<file path="src/rtl/fetch_unit.sv">
// Instruction fetch: owns the PC, drives imem, pairs each 1-cycle-late word with its PC.
// Stall freezes the PC and captures the delivered word; redirect squashes the in-flight fetch.
module fetch_unit #(
    parameter logic [31:0] RESET_PC = 32'h0000_8000
) (
    input  logic        clk,
    input  logic        rst,
    input  logic        stall,
    input  logic        redirect_valid,
    input  logic [31:0] redirect_pc,
    output logic [31:0] imem_addr,
    input  logic [31:0] imem_rd_data,
    output logic        if_valid,
    output logic [31:0] if_pc,
    output logic [31:0] if_insn
);

    logic [31:0] r_pc;
    logic [31:0] r_resp_pc;
    logic        r_resp_valid;
    logic        r_hold;
    logic [31:0] r_hold_insn;

    logic [31:0] w_target;
    logic [31:0] w_insn;

    assign w_target  = redirect_pc & ~32'h3;
    assign imem_addr = r_pc;

    // The captured word stays authoritative until the stall releases; imem keeps re-reading r_pc meanwhile.
    assign w_insn    = r_hold ? r_hold_insn : imem_rd_data;

    assign if_valid  = r_resp_valid;
    assign if_pc     = r_resp_pc;
    assign if_insn   = r_resp_valid ? w_insn : 32'h0;

    always_ff @(posedge clk or posedge rst) begin
        if (rst) begin
            r_pc         <= RESET_PC;
            r_resp_pc    <= 32'h0;
            r_resp_valid <= 1'b0;
            r_hold       <= 1'b0;
            r_hold_insn  <= 32'h0;
        end else if (redirect_valid) begin
            r_pc         <= w_target;
            r_resp_valid <= 1'b0;
            r_hold       <= 1'b0;
        end else if (stall) begin
            if (!r_hold && r_resp_valid) begin
                r_hold_insn <= imem_rd_data;
                r_hold      <= 1'b1;
            end
        end else begin
            r_resp_pc    <= r_pc;
            r_resp_valid <= 1'b1;
            r_pc         <= r_pc + 32'd4;
            r_hold       <= 1'b0;
        end
    end

endmodule

</file>
<file path="config.mk">
export PLATFORM = sky130hd
export DESIGN_NAME = fetch_unit
export DESIGN_NICKNAME = d
export VERILOG_FILES = /design/src/rtl/fetch_unit.sv
export SDC_FILE = /design/constraint.sdc
export NUM_CORES = 1
export LEC_CHECK = 0
export ABC_AREA = 1
export CORE_MARGIN = 10
export CORE_UTILIZATION = 45
export DETAILED_ROUTE_END_ITERATION = 8
export PLACE_DENSITY = 0.86
export SYNTH_ARGS = -nofsm -noshare
export SYNTH_HDL_FRONTEND = slang
export SYNTH_SLANG_ARGS = --single-unit
export TNS_END_PERCENT = 100
</file>
<file path="constraint.sdc">
create_clock -name clk -period 3.9 [get_ports clk]
set_input_delay 0.585 -clock clk [delete_from_list [all_inputs] [get_ports clk]]
set_output_delay 0.585 -clock clk [all_outputs]
set_load 0.03 [all_outputs]
</file>
# After elaboration in Yosys (flattened, before gate mapping)

Index checks and enable logic that the tools add are counted.

Register bits after elaboration: 98
Input port bits: 68
Output and inout port bits: 97
Word-level logic and storage cells: 23

Add/sub/neg operators: 1
Equal/unequal tests: 2
Muxes and demuxes: 9
Bitwise operators: 2
Reductions and logical operators: 4

Operator list:

| kind                                           | count |
|---|---|
| two-way mux 32 bit                             | 4 |
| adder 32 x 3 -> 32 bit (second input constant) | 1 |
| two-way mux 1 bit                              | 5 |
| != test 3 x 1 -> 1 bit (second input constant) | 1 |
| AND reduction 3 bit                            | 1 |
| != test 2 x 1 -> 1 bit (second input constant) | 1 |
| NOT 1 bit                                      | 2 |
| AND reduction 2 bit                            | 1 |
| logical AND 1 bit                              | 1 |
| zero test 1 bit                                | 1 |

# Depth between registers and ports, before layout

Depth in word-level cells: 5
Mapped depth: 8
Mapped depth without buffers: 8

# Worst setup path after synthesis

OpenSTA, ideal clock, no wires.

Kind: reg-to-output
Start: reg r_resp_valid (netlist: if_valid)
End: out if_insn[22]
Data arrival time: 1,463 ps
Data required time: 3,315 ps
Path slack: 1,852 ps
Cell stages (with the launch flop): 4
Path buffers: 1
Cell sequence: dfrtp_1 > buf_1 > o21ai_0 > a21oi_1

Word-level cells in the longest chain between the ends: 1

RTL lines:

| what                   | line | source |
|---|---|---|
| start, declared        | 20   | `logic r_resp_valid;` |
| start signal, assigned | 41   | `r_resp_valid <= 1'b0;` |
| start signal, assigned | 46   | `r_resp_valid <= 1'b0;` |
| start signal, assigned | 55   | `r_resp_valid <= 1'b1;` |
| two-way mux 32 bit     | 35   | `assign if_insn = r_resp_valid ? w_insn : 32'h0;` |
| end, declared          | 15   | `output logic [31:0] if_insn` |

No other way between the ends.

# Worst setup path in the final report

Start: reg r_resp_valid (netlist: if_valid)
End: out if_insn[19]

Same word-level chain as after synthesis.

==> results.json <==
{
  "crit_type": "register to output port",
  "p_clk_share_pct": 28.5,
  "drtIter0Drc": 426,
  "area.growth.synth_to_final_pct": 37.3,
  "fin_area_um2": 7090,
  "cts.repair.resized": 0,
  "core_um2": 11300,
  "avgSynthCellArea_um2": 7.46,
  "p_sw_share_pct": 33.0,
  "fill_cells": 963,
  "final_cell_mix": "158 x clkdlybuf4s50_1, 157 x nand2_1, 102 x nor2_1",
  "p_leak_uw": 0.00315,
  "antenna_found_initial": 0,
  "regArea_um2": 2350,
  "max_slew_margin_pct": 38.2,
  "cts_htree_levels": 3,
  "grt-ovfl-total": 0,
  "status": "finished, final reports clean",
  "internal-power_uw": 1950,
  "drtAntennaViolNets": 0,
  "slew_viol_final": 0,
  "diodes": 0,
  "cts_tree": "done",
  "setup.worst_path.start_class": "register",
  "grt_pass1_wl_um": 25100,
  "vias": 4986,
  "start_util_pct": 45.6,
  "crit_fanout": 35,
  "powerDensity_nw_per_um2": 412,
  "ctsHoldBuffers": 0,
  "maxCapViolCount": 0,
  "clockBufferDepth": 2,
  "cts_root_buf": "clkbuf_16",
  "netlist_area_um2": 5160,
  "clk_pin_slew_ps": 60,
  "yosysSeqAreaShare_pct": 45.6,
  "hp-class": "register to register",
  "holdWs_ps": 473,
  "fin_tns_setup_ps": 0,
  "vdd_drop_max_mv": 0.207,
  "avgViaCountPerCell": 5.05,
  "die_x_um": 127,
  "dieArea_um2": 16200,
  "place.gp.congestion": 0.883,
  "setup_viol": 0,
  "post_cts_buffers": 0,
  "drcViolationCount": 0,
  "detail_route.first_pass.iterations": 5,
  "period_needed_ps": 2990,
  "layout_commonest_cell": "clkdlybuf4s50_1",
  "worstMarginPinSlew_ps": 928,
  "detail_route.wirelength_um": 14900,
  "place_area_um2": 6800,
  "grt_pass1_vias": 4875,
  "synth_seq_cells": 94,
  "drive_gt1_share_pct": 8.53,
  "cp_data_arrival_time_ps": 2400,
  "dp_hpwl_um": 11000,
  "grt_start_max_net_pins": 65,
  "wl_per_cell_um": 15.1,
  "switchingPower_uw": 964,
  "rsz0062_at_grt": "no",
  "synth.distinct_cells": 29,
  "finalHoldViolCount": 0,
  "max_freq_mhz": 335,
  "worstPathRequired_ps": 3310,
  "multi_input_area_um2": 2280,
  "yosysWarnings": 0,
  "die_h_um": 127,
  "p_seq_share_pct": 42.2,
  "finalClockSkew_ps": 4.54,
  "cts_buffers": 9,
  "ios": 165,
  "grt_use_total_pct": 18.6,
  "clkSinkCount": 94,
  "insertion_delay_ps": 330,
  "syn_inst": 692,
  "nets": 908,
  "rows": 39,
  "portBuffers": 158,
  "min_period_over_period_pct": 76.6,
  "comb_power_share_pct": 29.3,
  "worst_setup_path_end_kind": "output port"
}
## logic make-up (layout without fill, tap and decap cells)
group                    Yosys count  count (layout)  share of synthesized area [%]
adder cells (fa/ha/maj)            1               1                          0.242
flip-flops                        94              94                           45.6
other                              1               4                         0.0727
buffers and inverters            121             270                           10.4
AO/OA/AOI/OAI                    149             149                           17.1
AND/OR/NAND/NOR                  326             326                           26.6
## sequential cells by signal, indices dropped and copies added, names as in the netlist
register / count
imem_addr: 30
if_pc: 30
r_hold: 1
r_hold_insn: 32
if_valid: 1
## layout make-up
cell class	count	area share (%)
Tap cell	143	2.53
Inverter	86	4.59
Clock buffer	12	3.76
Timing Repair Buffer	168	23.4
Multi-Input combinational cell	480	32.2
Sequential cell	94	33.2
Clock inverter	4	0.283
## worst paths after layout
check	slack (ps)	end	startpoint	cells past startpoint
worst max-delay path	910	if_insn[19]	if_valid	3
worst min-delay path	470	r_hold_insn[25]	r_hold_insn[25]	2
worst max register to register	1580	r_hold_insn[2]	if_valid	4
worst min register to register	470	r_hold_insn[25]	r_hold_insn[25]	2
max in group asynchronous	2380	imem_addr[15]	rst	3
min in group asynchronous	730	if_pc[20]	rst	2
## Yosys cell counts, drive strengths merged
cell type	count	share of area [%]
nand2	159	12
nor2	108	8.4
o21ai	106	13
dfrtp	93	45
inv	86	6.3
nand3	43	4.4
a21oi	36	3.5
buf	23	3.2
clkbuf	12	0.87
nand3b	8	1.2
nand4	6	0.73
o211ai	4	0.58
and2	2	0.24
conb	1	0.073
dfstp	1	0.51
ha	1	0.24
o2111ai	1	0.17
o21a	1	0.15
o221ai	1	0.17
## power groups by stage
stage / registers, uW / logic [uW] / clock network [uW]
global route: 1260 / 933 / 891
floorplan: 1390 / 353 / 0
CTS: 1230 / 863 / 852
detailed placement: 1250 / 859 / 0
finish: 1230 / 854 / 832
global placement: 1240 / 847 / 0
## critical path, stage by stage (launching register included)
cell and delay (ps):
dfrtp_1 940, o21ai_0 210, a21oi_1 170, clkdlybuf4s50_1 710
## layer usage
metal	vias to the layer above	GRT usage, %	share of wire, %
li1	2491	-	-
met1	2291	24.2	44
met2	193	28.9	45
met3	11	6.62	9.1
met4	0	4.69	1.0
met5	-	0	0
## stage by stage
stage	std cells	util, %	setup WS [ps]	total power, uW
6_report	987	62.6	914	2920
5_1_grt	987	62.6	574	3080
4_1_cts	987	62.6	880	2950
3_5_place_dp	971	60.1	1180	2110
3_3_place_gp	971	60.1	1200	2090
2_1_floorplan	695	-	868	1740
(Power assumes the default switching activity.)
